`src/rtl/staircase_if.sv`:
```
// Control and waveform bundle between the staircase generator and its consumers.
// The master side drives enable/steps; the slave (generator) drives the waveform outputs.
interface staircase_if #(
  parameter int CODE_W = 8
);
  logic              enable;
  logic [3:0]        steps;
  logic [3:0]        level;
  logic [CODE_W-1:0] dac_code;
  logic              step_strobe;
  logic              wrap;

  modport master (
    output enable, steps,
    input  level, dac_code, step_strobe, wrap
  );

  modport slave (
    input  enable, steps,
    output level, dac_code, step_strobe, wrap
  );
endinterface

```
`src/rtl/staircase_generator.sv`:
```
// Periodic staircase: n equal rises from 0 to full scale, each plateau held DWELL_CYCLES,
// then wrap to 0. The step count is only re-sampled at start-up and at wrap.
module staircase_generator #(
  parameter int DWELL_CYCLES = 100_000,
  parameter int CODE_W       = 8
) (
  input  logic         clk,
  input  logic         reset,
  staircase_if.slave   bus
);

  localparam int CNT_W = (DWELL_CYCLES > 2) ? $clog2(DWELL_CYCLES) : 1;
  localparam logic [CNT_W-1:0] CNT_LAST = CNT_W'(DWELL_CYCLES - 1);

  localparam logic [0:0] S_IDLE = 1'b0;
  localparam logic [0:0] S_RUN  = 1'b1;

  logic [0:0]        state_q, state_d;
  logic [3:0]        n_q, n_d;
  logic [3:0]        level_q, level_d;
  logic [CNT_W-1:0]  dwell_cnt_q, dwell_cnt_d;
  logic [CODE_W-1:0] dac_code_q, dac_code_d;
  logic              step_strobe_q, step_strobe_d;
  logic              wrap_q, wrap_d;
  logic [3:0]        steps_clamped;

  function automatic logic [3:0] clamp_steps(input logic [3:0] s);
    clamp_steps = (s > 4'd10) ? 4'd10 : s;
  endfunction

  // floor(255/n); n=0 yields 0 so an idle block never produces a code
  function automatic logic [CODE_W-1:0] height_lut(input logic [3:0] n);
    case (n)
      4'd1:    height_lut = CODE_W'(255);
      4'd2:    height_lut = CODE_W'(127);
      4'd3:    height_lut = CODE_W'(85);
      4'd4:    height_lut = CODE_W'(63);
      4'd5:    height_lut = CODE_W'(51);
      4'd6:    height_lut = CODE_W'(42);
      4'd7:    height_lut = CODE_W'(36);
      4'd8:    height_lut = CODE_W'(31);
      4'd9:    height_lut = CODE_W'(28);
      4'd10:   height_lut = CODE_W'(25);
      default: height_lut = '0;
    endcase
  endfunction

  assign steps_clamped = clamp_steps(bus.steps);

  always_comb begin
    state_d       = state_q;
    n_d           = n_q;
    level_d       = level_q;
    dwell_cnt_d   = dwell_cnt_q;
    step_strobe_d = 1'b0;
    wrap_d        = 1'b0;

    case (state_q)
      S_IDLE: begin
        level_d     = 4'd0;
        dwell_cnt_d = '0;
        if (bus.enable && (steps_clamped != 4'd0)) begin
          n_d     = steps_clamped;
          state_d = S_RUN;
        end
      end
      default: begin
        // Dropping enable beats a coincident terminal count: no strobe.
        if (!bus.enable) begin
          state_d     = S_IDLE;
          level_d     = 4'd0;
          dwell_cnt_d = '0;
        end else if (dwell_cnt_q == CNT_LAST) begin
          dwell_cnt_d   = '0;
          step_strobe_d = 1'b1;
          if (level_q < n_q) begin
            level_d = level_q + 4'd1;
          end else begin
            level_d = 4'd0;
            wrap_d  = 1'b1;
            n_d     = steps_clamped;
            if (steps_clamped == 4'd0) begin
              state_d = S_IDLE;
            end
          end
        end else begin
          dwell_cnt_d = dwell_cnt_q + CNT_W'(1);
        end
      end
    endcase

    // Product never exceeds 255, so the CODE_W-wide result cannot overflow.
    dac_code_d = CODE_W'(level_d) * height_lut(n_d);
  end

  always_ff @(posedge clk) begin
    if (reset) begin
      state_q       <= S_IDLE;
      n_q           <= 4'd0;
      level_q       <= 4'd0;
      dwell_cnt_q   <= '0;
      dac_code_q    <= '0;
      step_strobe_q <= 1'b0;
      wrap_q        <= 1'b0;
    end else begin
      state_q       <= state_d;
      n_q           <= n_d;
      level_q       <= level_d;
      dwell_cnt_q   <= dwell_cnt_d;
      dac_code_q    <= dac_code_d;
      step_strobe_q <= step_strobe_d;
      wrap_q        <= wrap_d;
    end
  end

  assign bus.level       = level_q;
  assign bus.dac_code    = dac_code_q;
  assign bus.step_strobe = step_strobe_q;
  assign bus.wrap        = wrap_q;

endmodule

```
`src/flat_wrapper.sv`:
```
// flat-port wrapper written by rule: the top's interface ports become plain ports
module staircase_generator_flat 
#(
  parameter int DWELL_CYCLES = 100_000,
  parameter int CODE_W       = 8
)
  (clk, reset, bus_enable, bus_steps, bus_level, bus_dac_code, bus_step_strobe, bus_wrap);
  staircase_if #(.CODE_W(CODE_W)) bus_i ();
  input  logic clk;
  input  logic reset;
  input wire logic [$bits(bus_i.enable)-1:0] bus_enable;
  input wire logic [$bits(bus_i.steps)-1:0] bus_steps;
  output wire logic [$bits(bus_i.level)-1:0] bus_level;
  output wire logic [$bits(bus_i.dac_code)-1:0] bus_dac_code;
  output wire logic [$bits(bus_i.step_strobe)-1:0] bus_step_strobe;
  output wire logic [$bits(bus_i.wrap)-1:0] bus_wrap;
  assign bus_i.enable = bus_enable;
  assign bus_i.steps = bus_steps;
  assign bus_level = bus_i.level;
  assign bus_dac_code = bus_i.dac_code;
  assign bus_step_strobe = bus_i.step_strobe;
  assign bus_wrap = bus_i.wrap;
  staircase_generator #(.DWELL_CYCLES(DWELL_CYCLES), .CODE_W(CODE_W)) u_core (.clk(clk), .reset(reset), .bus(bus_i));
endmodule
```
`config.mk`:
```
export PLATFORM = sky130hd
export DESIGN_NAME = staircase_generator_flat
export DESIGN_NICKNAME = d
export VERILOG_FILES = /design/src/rtl/staircase_if.sv /design/src/rtl/staircase_generator.sv /design/src/flat_wrapper.sv
export SDC_FILE = /design/constraint.sdc
export NUM_CORES = 1
export LEC_CHECK = 0
export ABC_AREA = 1
export ABC_CLOCK_PERIOD_IN_PS = 5300
export CORE_MARGIN = 4
export CORE_UTILIZATION = 45
export CTS_BUF_LIST = sky130_fd_sc_hd__clkbuf_8
export DETAILED_ROUTE_END_ITERATION = 8
export DONT_BUFFER_PORTS = 1
export HOLD_SLACK_MARGIN = 0.06
export PLACE_DENSITY_LB_ADDON = 0.08
export SYNTH_ARGS = -nofsm -noshare
export SYNTH_HDL_FRONTEND = slang
export SYNTH_SLANG_ARGS = --single-unit
```
`constraint.sdc`:
```
create_clock -name clk -period 5.3 [get_ports clk]
set_input_delay 1.06 -clock clk [delete_from_list [all_inputs] [get_ports clk]]
set_output_delay 1.06 -clock clk [all_outputs]
set_load 0.02 [all_outputs]
```
==> results of run 1 <==
## how the worst max path moves through the flow
| stage | slack, ps | cells after the start | end | startpoint |
|---|---|---|---|---|
| after floorplan | 130 | 30 | u_core.bus.dac_code[7] | bus_steps[2] |
| after global placement | -2 | 30 | u_core.bus.dac_code[7] | bus_steps[2] |
| after detailed placement | -80 | 31 | u_core.bus.dac_code[7] | bus_steps[2] |
| after CTS | 200 | 34 | u_core.bus.dac_code[7] | u_core.dwell_cnt_q[0] |
| after global routing | -40 | 29 | u_core.bus.dac_code[7] | bus_steps[1] |
| final | 340 | 26 | u_core.bus.dac_code[7] | bus_steps[2] |
## power by group through the flow
stage                     registers (µW)  clock network [µW]  logic, µW
after global routing                 277                 198        121
final                                276                 179        107
after floorplan                      281                   0       73.5
after CTS                            276                 188       95.2
after global placement               282                   0       94.5
after detailed placement             282                   0       94.8
## routing by layer
| metal | GRT usage, % | routed length, µm |
|---|---|---|
| met2 | 29.0 | 2840 |
| met5 | 0 | 0 |
| met3 | 2.18 | 92 |
| met1 | 17.1 | 2250 |
| met4 | 7.43 | 34 |
## Yosys cell counts, types with 2 or more instances
master / count
a211oi_1: 2
a21oi_1: 17
a21oi_2: 2
clkbuf_1: 2
dfxtp_1: 36
fa_1: 9
ha_1: 17
inv_1: 63
inv_2: 8
nand2_1: 60
nand2_2: 9
nand2_4: 3
nand3_1: 15
nand3_2: 4
nand4_1: 6
nor2_1: 55
nor2_2: 3
nor2_4: 3
nor3_1: 11
nor3b_1: 2
nor4_1: 2
o21a_1: 4
o21ai_0: 6
or2_2: 2
xor2_1: 5
## what timing repair did
item | in CTS | in global routing
resized for setup | 0 | 20
buffers inserted | 0 | 7
endpoints found under the setup margin | 0 | 1
## registers in the layout, summed over array words and instances, names as in the netlist
| signal | cells |
|---|---|
| u_core.dwell_cnt_q | 17 |
| u_core.bus.level | 4 |
| u_core.state_q | 1 |
| u_core.n_q | 4 |
| u_core.bus.dac_code | 8 |
| u_core.bus.step_strobe | 1 |
| u_core.bus.wrap | 1 |
## area by class of cell
class                      instances  area (µm²)  share of cell area [%]
sequential                        36         724                    24.9
multi-input combinational        248        1600                    55.1
clock inverter                     2        8.76                   0.301
clock buffer                       5        68.8                    2.37
timing repair buffer              18         135                    4.65
inverter                          73         279                    9.60
tap                               72        90.1                    3.10
## worst reg2reg max path, delay by kind of cell, from the launching register on
kind            cells  cell delay [ps]
flops               1              350
buf+inv             6              380
xor+xnor            2              370
fa+ha+maj           5             1730
compound gates      5              580
simple gates       16             1340
## kinds of logic (layout without fill, tap and decap cells)
kind of cell / count (synthesis) / count (layout) / synth area share, %
adder cells (fa/ha/maj): 26 / 26 / 15.4
AO/OA/AOI/OAI: 38 / 38 / 9.46
buffers and inverters: 76 / 98 / 11.7
XOR/XNOR: 5 / 5 / 1.72
AND/OR/NAND/NOR: 179 / 179 / 33.5
flip-flops: 36 / 36 / 28.2
## per-stage QoR
stage               setup WS (ps)  power [µW]
floorplan                     130         355
global placement            -1.57         377
detailed placement          -83.0         377
CTS                           204         559
global route                -42.8         596
finish                        337         562
==> metrics.log, run 1 <==
INFO  metric outcome = complete, no violations
INFO  metric worst_path_most_repeated_cell = inv_1
INFO  metric final_core_utilization = 52.8%
INFO  metric path_delay_family = adder cells
INFO  metric worst_skew_pair.late_latency = 280 ps
INFO  metric clock_sinks = 36
INFO  metric synth.avg_cell_area = 7.09 µm²
INFO  metric rows = 27
INFO  metric post_dp_cell_area = 2710 µm²
INFO  metric synth_edf_count = 0
INFO  metric wire_length_of_the_first_global_routing_pass = 8.98 mm
INFO  metric setup_tns = 0 ps
INFO  metric detail_route.wl_per_cell = 11.5 µm
INFO  metric vias = 2185
INFO  metric layout.filler_cells = 520
INFO  metric timing_worst_setup_path_type = input port to flip-flop
INFO  metric routed_wl = 5.22 mm
INFO  metric clk_root_buffer_cell = clkbuf_8
INFO  metric yosys_register_bits = 36
INFO  metric part_of_the_total_power_dissipated_in_sequential_elements = 49.2%
INFO  metric clock_group_share_of_total_power = 31.8%
INFO  metric layout.cells.most_common = inv_1
INFO  metric hold_end = u_core.dwell_cnt_q[0]
INFO  metric synth.cell_area = 2550 µm²
INFO  metric first_global_vias = 2133
INFO  metric synth.lib_cells_used.distinct = 39
INFO  metric clock_tree.htree_level_count = 2
INFO  metric finished_cell_area = 2910 µm²
INFO  metric grt_start_max_net_pins = 18
INFO  metric die-width = 83.3 µm
INFO  metric p_switching = 160 µW
INFO  metric clock_tree.buffer_depth = 2
INFO  metric power.density_cell_area = 193 nW/µm²
INFO  metric cts_tree = done
INFO  metric share_of_the_synthesized_area_in_the_top_cell_type = 28.2%
INFO  metric portBuffers = 0
INFO  metric cp_data_arrival_time = 5140 ps
INFO  metric critPathMaxFanout = 7
INFO  metric syn2layout_area_growth = 13.9%
INFO  metric drt-pass1-iter-count = 4
INFO  metric layout_common_cells = inv_1, nand2_1, nor2_1, dfxtp_1, buf_4
INFO  metric synthCells = 360
INFO  metric synth_nets = 393
INFO  metric regToRegSetupSlack = 420 ps
INFO  metric fin_worst_hold_slack = 437 ps
INFO  metric final.setup_skew = 4.30 ps
INFO  metric worst-path-buf-inv = 5
INFO  metric fin_nets = 415
INFO  metric internal_power = 402 µW
INFO  metric rr_startpoint = u_core.dwell_cnt_q[0]
INFO  metric core_area = 5510 µm²
INFO  metric synthArstFlopShare = 0%
INFO  metric final-hold-violation-count = 0
INFO  metric dp_hpwl = 4.09 mm
INFO  metric timing.critical_path.slowest_stage_cell = fa_1
INFO  metric clk_pin_slew_worst_paths = 70 ps
INFO  metric rr_endpoint = u_core.bus.dac_code[7]
INFO  metric die-height = 83.3 µm
INFO  metric drt_drc_violations_left = 0
INFO  metric synth_flop_cell = dfxtp_1
INFO  metric antenna_left = 0
INFO  metric synthDominantAreaCellType = dfxtp_1
INFO  metric global_route.overflow_total = 0
INFO  metric num_io_pins = 21
INFO  metric place.detailed.instances = 440
INFO  metric globalRouteTotalUtil = 15.6%
INFO  metric synth_seq_area_share = 28.2%
INFO  metric cp_data_required_time = 5480 ps
INFO  metric yosysWarningCount = 0
INFO  metric worst-slew-pin-transition = 694 ps
INFO  metric timing_max_transition_violations_final = 0
INFO  metric initial_antenna_violation_count = 0
INFO  metric maxCapViolations = 0
INFO  metric total_leakage_power = 0.00126 µW
INFO  metric routed_via_density = 4.81
INFO  metric antenna_cells = 0
INFO  metric finish.cell_count_without_fillers = 454
INFO  metric maxSlewHeadroom = 53.6%
INFO  metric startpoint_type = input port
INFO  metric final.period_utilization = 93.6%
INFO  metric initial_util = 46.4%
INFO  metric worst-r2r-cell-count = 34
INFO  metric switching_share = 28.5%
INFO  metric holdCritPathClass = flip-flop to flip-flop
INFO  metric cts_inserted_buffers = 5
INFO  metric synth.area.top_cells = dfxtp_1, inv_1, nand2_1
INFO  metric setup_viol = 0
INFO  metric full_die_area = 6940 µm²
INFO  metric origin_of_the_worst_min_delay_path = u_core.dwell_cnt_q[0]
INFO  metric logic_pwr_share = 19.0%
INFO  metric max_clock_freq = 201 MHz
INFO  metric fraction_of_layout_instances_using_a_drive_strength_above_1 = 20.4%
INFO  metric routabilityCongestion = 0.832
INFO  metric hold-path-cell-count = 1
INFO  metric cpPeakStageDelay = 570 ps
INFO  metric min_period = 4960 ps
INFO  metric initialDrtViolationCount = 49
INFO  metric worstSetupEndpointType = flip-flop
INFO  metric worst_ir_drop_vdd = 0.0964 mV
INFO  metric cts_hold_buf = 0
(Power assumes the default switching activity.)
==> inputs of run 2 (changes only) <==
--- a/config.mk
+++ b/config.mk
@@ -7,6 +7,7 @@
 export LEC_CHECK = 0
 export ABC_AREA = 1
 export ABC_CLOCK_PERIOD_IN_PS = 5300
+export CORE_ASPECT_RATIO = 1.1
 export CORE_MARGIN = 4
 export CORE_UTILIZATION = 45
 export CTS_BUF_LIST = sky130_fd_sc_hd__clkbuf_8
==> metrics.log, run 2 (synthesis gave the netlist of run 1 again) <==
INFO  metric vias = 2227
INFO  metric cts_tree = done
INFO  metric critPathMaxFanout = 5
INFO  metric met2_length = 2.85 mm
INFO  metric detail_route.wl_per_cell = 11.5 µm
INFO  metric layout_common_cells = inv_1, nand2_1, nor2_1, dfxtp_1, buf_4
INFO  metric routabilityCongestion = 0.847
INFO  metric maxSlewHeadroom = 55.0%
INFO  metric initial_util = 47.0%
INFO  metric portBuffers = 0
INFO  metric fraction_of_layout_instances_using_a_drive_strength_above_1 = 21.2%
INFO  metric total_leakage_power = 0.00129 µW
INFO  metric fin_nets = 419
INFO  metric rr_startpoint = u_core.dwell_cnt_q[0]
INFO  metric route.met3.wl = 93 µm
INFO  metric layout.cells.most_common = inv_1
INFO  metric clock_sinks = 36
INFO  metric full_die_area = 6940 µm²
INFO  metric timing_max_transition_violations_final = 0
INFO  metric timing_worst_setup_path_type = input port to flip-flop
INFO  metric rows = 28
INFO  metric drt-pass1-iter-count = 4
INFO  metric num_io_pins = 21
INFO  metric holdCritPathClass = flip-flop to flip-flop
INFO  metric logic_pwr_share = 18.7%
INFO  metric initialDrtViolationCount = 66
INFO  metric origin_of_the_worst_min_delay_path = u_core.dwell_cnt_q[4]
INFO  metric maxCapViolations = 0
INFO  metric switching_share = 28.1%
INFO  metric startpoint_type = input port
INFO  metric part_of_the_total_power_dissipated_in_sequential_elements = 47.5%
INFO  metric routed_via_density = 4.82
INFO  metric setup_tns = 0 ps
INFO  metric grt_start_max_net_pins = 18
INFO  metric clk_root_buffer_cell = clkbuf_8
INFO  metric syn2layout_area_growth = 15.3%
INFO  metric clk_pin_slew_worst_paths = 70 ps
INFO  metric p_switching = 163 µW
INFO  metric die-height = 87.0 µm
INFO  metric multiInputGateArea = 1590 µm²
INFO  metric worst_skew_pair.late_latency = 280 ps
INFO  metric power.total = 582 µW
INFO  metric top_register = u_core.dwell_cnt_q
INFO  metric layout.filler_cells = 555
INFO  metric die-width = 79.8 µm
INFO  metric seq_area = 724 µm²
INFO  metric timing.critical_path.from = bus_steps[1]
INFO  metric final-hold-violation-count = 0
INFO  metric internal_power = 419 µW
INFO  metric max_clock_freq = 202 MHz
INFO  metric setup_viol = 0
INFO  metric worst_ir_drop_vdd = 0.0954 mV
INFO  metric clock_tree.htree_level_count = 2
INFO  metric first_global_vias = 2199
INFO  metric globalRouteTotalUtil = 16.8%
INFO  metric clock_tree.buffer_depth = 2
INFO  metric cp_data_required_time = 5480 ps
INFO  metric wirelength_met1 = 2.24 mm
INFO  metric post_dp_cell_area = 2700 µm²
INFO  metric power.density_cell_area = 198 nW/µm²
INFO  metric clock_group_share_of_total_power = 33.8%
INFO  metric initial_antenna_violation_count = 0
INFO  metric dp_hpwl = 4.21 mm
INFO  metric finished_cell_area = 2940 µm²
INFO  metric cts_inserted_buffers = 5
INFO  metric final.setup_skew = 5.13 ps
INFO  metric core_area = 5430 µm²
INFO  metric worstSetupEndpointType = flip-flop
INFO  metric wire_length_of_the_first_global_routing_pass = 9.36 mm
INFO  metric antenna_left = 0
INFO  metric min_period = 4950 ps
INFO  metric drt_drc_violations_left = 0
INFO  metric outcome = complete, no violations
INFO  metric top_routing_layer_in_use = met4
INFO  metric worst-slew-pin-transition = 674 ps
INFO  metric largest_register_ffs = 17
INFO  metric fin_worst_hold_slack = 514 ps
INFO  metric global_route.overflow_total = 0
INFO  metric antenna_cells = 0
INFO  metric routed_wl = 5.29 mm
INFO  metric cp_data_arrival_time = 5130 ps
INFO  metric final.period_utilization = 93.4%
==> run 2: timing repair <==
item | 4_1_cts | 5_1_grt
resized for setup | 0 | 20
setup endpoints to repair | 0 | 1
setup buffers | 0 | 12
hold buffers | 0 | 0
==> run 2: final cells by class <==
cell class | count | share of cell area (%)
well taps | 75 | 3.19
clock inverters | 2 | 0.255
repair buffers | 22 | 5.61
multi-input cells | 248 | 54.0
flip-flops and latches | 36 | 24.6
inverters | 73 | 9.48
clock buffers | 6 | 2.81
==> run 2: worst paths after layout <==
kind,to,slack (ps),cells after the start
worst min register to register,u_core.dwell_cnt_q[4],510,2
worst max-delay path,u_core.bus.dac_code[7],350,28
worst max register to register,u_core.bus.dac_code[7],410,28
worst min-delay path,u_core.dwell_cnt_q[4],510,2
==> run 2: metrics by stage <==
stage               util, %  instances  setup WS [ps]
global route           54.2        462          -8.92
detailed placement     49.8        442          -84.7
finish                 54.2        462            350
floorplan                 -        360            130
global placement       49.8        442          -7.06
CTS                    51.4        450            134
==> run 2: routing by layer <==
metal	vias to the layer above	global-route usage, %
met3	11	3.21
li1	1176	-
met2	20	31.5
met4	0	5.07
met1	1020	19.1
met5	-	0
==> run 2: power groups by stage <==
stage	Clock [µW]	Sequential, µW	Combinational [µW]
final	197	277	109
after global routing	215	277	123
after CTS	205	276	94.7
after detailed placement	0	282	94.3
after global placement	0	282	94.5
after floorplan	0	281	73.5
==> run 2: worst max-delay path, stage by stage <==
cell and delay [ps]:
inv_1 50, nand2_1 70, o31ai_2 250, nand2_1 110, nand2_2 100, nand2_2 70
nand2_4 80, clkinv_4 70, ha_2 190, inv_2 70, nor2_1 50, inv_1 110
a31oi_4 120, or2_1 260, fa_1 510, inv_1 50, fa_1 470, ha_1 280
a21oi_1 120, nor2_1 50, nor2_1 140, o21ai_1 110, a21oi_2 160, xor2_1 190
xor2_1 200, nand2_1 70, nand2_1 70, nor2_2 30
==> inputs of run 3 (changes only) <==
--- a/config.mk
+++ b/config.mk
@@ -9,10 +9,11 @@
 export ABC_CLOCK_PERIOD_IN_PS = 5300
 export CORE_ASPECT_RATIO = 1.1
 export CORE_MARGIN = 4
-export CORE_UTILIZATION = 45
+export CORE_UTILIZATION = 55
 export CTS_BUF_LIST = sky130_fd_sc_hd__clkbuf_8
 export DETAILED_ROUTE_END_ITERATION = 8
 export DONT_BUFFER_PORTS = 1
+export GPL_TIMING_DRIVEN = 0
 export HOLD_SLACK_MARGIN = 0.06
 export PLACE_DENSITY_LB_ADDON = 0.08
 export SYNTH_ARGS = -nofsm -noshare
==> metrics.log, run 3 (synthesis gave the netlist of run 1 again) <==
INFO  metric full_die_area = 5800 µm²
INFO  metric initialDrtViolationCount = 57
INFO  metric worst_skew_pair.late_latency = 280 ps
INFO  metric worstSetupEndpointType = flip-flop
INFO  metric drt-pass1-iter-count = 4
INFO  metric fin_worst_hold_slack = 424 ps
INFO  metric globalRouteTotalUtil = 19.0%
INFO  metric min_period = 4990 ps
INFO  metric detail_route.wl_per_cell = 11.5 µm
INFO  metric drt_drc_violations_left = 0
INFO  metric clock_tree.buffer_depth = 2
INFO  metric final.period_utilization = 94.1%
INFO  metric maxSlewHeadroom = 59.0%
INFO  metric grt_start_max_net_pins = 12
INFO  metric routed_wl = 5.00 mm
INFO  metric cpPeakStageDelay = 510 ps
INFO  metric power.density_cell_area = 203 nW/µm²
INFO  metric core_area = 4380 µm²
INFO  metric routed_via_density = 5.06
INFO  metric clk_pin_slew_worst_paths = 70 ps
INFO  metric die-width = 73.0 µm
INFO  metric cts_inserted_buffers = 5
INFO  metric rows = 25
INFO  metric power.total = 587 µW
INFO  metric syn2layout_area_growth = 13.2%
INFO  metric first_global_vias = 2111
INFO  metric fraction_of_layout_instances_using_a_drive_strength_above_1 = 22.0%
INFO  metric setup_viol = 0
INFO  metric maxCapViolations = 0
INFO  metric max_clock_freq = 201 MHz
INFO  metric num_io_pins = 21
INFO  metric wire_length_of_the_first_global_routing_pass = 8.82 mm
INFO  metric critPathMaxFanout = 6
INFO  metric cts_tree = done
INFO  metric place.detailed.instances = 414
INFO  metric startpoint_type = input port
INFO  metric final_core_utilization = 66.0%
INFO  metric initial_antenna_violation_count = 0
INFO  metric die-height = 79.5 µm
INFO  metric portBuffers = 0
INFO  metric worst_path_most_repeated_cell = nand2_2
INFO  metric holdCritPathClass = flip-flop to flip-flop
INFO  metric antenna_left = 0
INFO  metric total_leakage_power = 0.00125 µW
INFO  metric top_register = u_core.dwell_cnt_q
INFO  metric layout_common_cells = inv_1, nand2_1, nor2_1, dfxtp_1, a21oi_1
INFO  metric clock_tree.htree_level_count = 2
INFO  metric fin_nets = 413
INFO  metric final.setup_skew = 6.54 ps
INFO  metric vias = 2199
INFO  metric timing.critical_path.slowest_stage_cell = fa_1
INFO  metric cp_data_required_time = 5480 ps
INFO  metric worst-slew-pin-transition = 613 ps
INFO  metric multiInputGateArea = 1600 µm²
INFO  metric clock_sinks = 36
INFO  metric clk_root_buffer_cell = clkbuf_8
INFO  metric outcome = complete, no violations
INFO  metric layout.cells.most_common = inv_1
INFO  metric largest_register_ffs = 17
INFO  metric worst_ir_drop_vdd = 0.138 mV
INFO  metric timing_worst_setup_path_type = input port to flip-flop
INFO  metric cts_hold_buf = 0
INFO  metric seq_area = 728 µm²
INFO  metric finish.cell_count_without_fillers = 435
INFO  metric routabilityCongestion = 0.835
INFO  metric initial_util = 58.3%
INFO  metric final-hold-violation-count = 0
INFO  metric antenna_cells = 0
INFO  metric timing_max_transition_violations_final = 0
INFO  metric global_route.overflow_total = 0
INFO  metric layout.filler_cells = 405
INFO  metric dp_hpwl = 3.95 mm
INFO  metric cp_data_arrival_time = 5170 ps
run 3: cell types whose count changed in the layout (fill, tap and decap cells not counted), moves of 2 or more:
cell	delta
nand2_1	-2
dfxtp_2	+3
dfxtp_1	-3
clkinv_2	+2
buf_4	-9
inv_1	-3
clkbuf_1	+2
run 3: area by class of cell:
cell class                      instances  share of cell area [%]
Multi-Input combinational cell        248                    55.5
Sequential cell                        36                    25.2
Inverter                               73                    9.78
Timing Repair Buffer                   13                    3.38
Clock buffer                            6                    2.86
Tap cell                               54                    2.34
Buffer                                  3                   0.649
Clock inverter                          2                   0.346
run 3: worst paths after layout:
check | start | to | slack, ps | cells past startpoint
max | bus_steps[1] | u_core.bus.dac_code[7] | 310 | 28
min | u_core.dwell_cnt_q[0] | u_core.dwell_cnt_q[0] | 420 | 1
max reg2reg | u_core.dwell_cnt_q[0] | u_core.bus.dac_code[7] | 390 | 30
min reg2reg | u_core.dwell_cnt_q[0] | u_core.dwell_cnt_q[0] | 420 | 1
run 3: report_power, final:
group	internal, µW	switching [µW]	leakage (µW)
Clock	104	93.0	0.0000510
Combinational	45.0	69.0	0.000910
Sequential	274	2.54	0.000294
run 3: stage by stage:
stage	TNS (ps)	area, µm²	setup WS (ps)
2_1_floorplan	0	2550	130
3_3_place_gp	-349	2620	-349
3_5_place_dp	-426	2620	-415
4_1_cts	0	2740	24.3
5_1_grt	-48.8	2890	-48.8
6_report	0	2890	313
run 3: metal layers:
layer	up-vias	global-route usage, %	wire length [µm]
met4	0	5.54	73
li1	1169	-	-
met5	-	0	0
met3	6	3.02	93
met1	1001	21.4	2070
met2	23	36.0	2770
run 3: worst max-delay path: cells and delay by family:
family / cells / cell delay [ps]
AND/OR/NAND/NOR: 12 / 1090
buffers and inverters: 5 / 330
XOR/XNOR: 2 / 380
adder cells (fa/ha/maj): 4 / 1530
AO/OA/AOI/OAI: 5 / 760
run 3: repair_timing:
item                                    4_1_cts  5_1_grt
endpoints found under the setup margin        1        1
pin swaps                                     1       18
buffers inserted                              1       12
gates resized for setup                       3       27
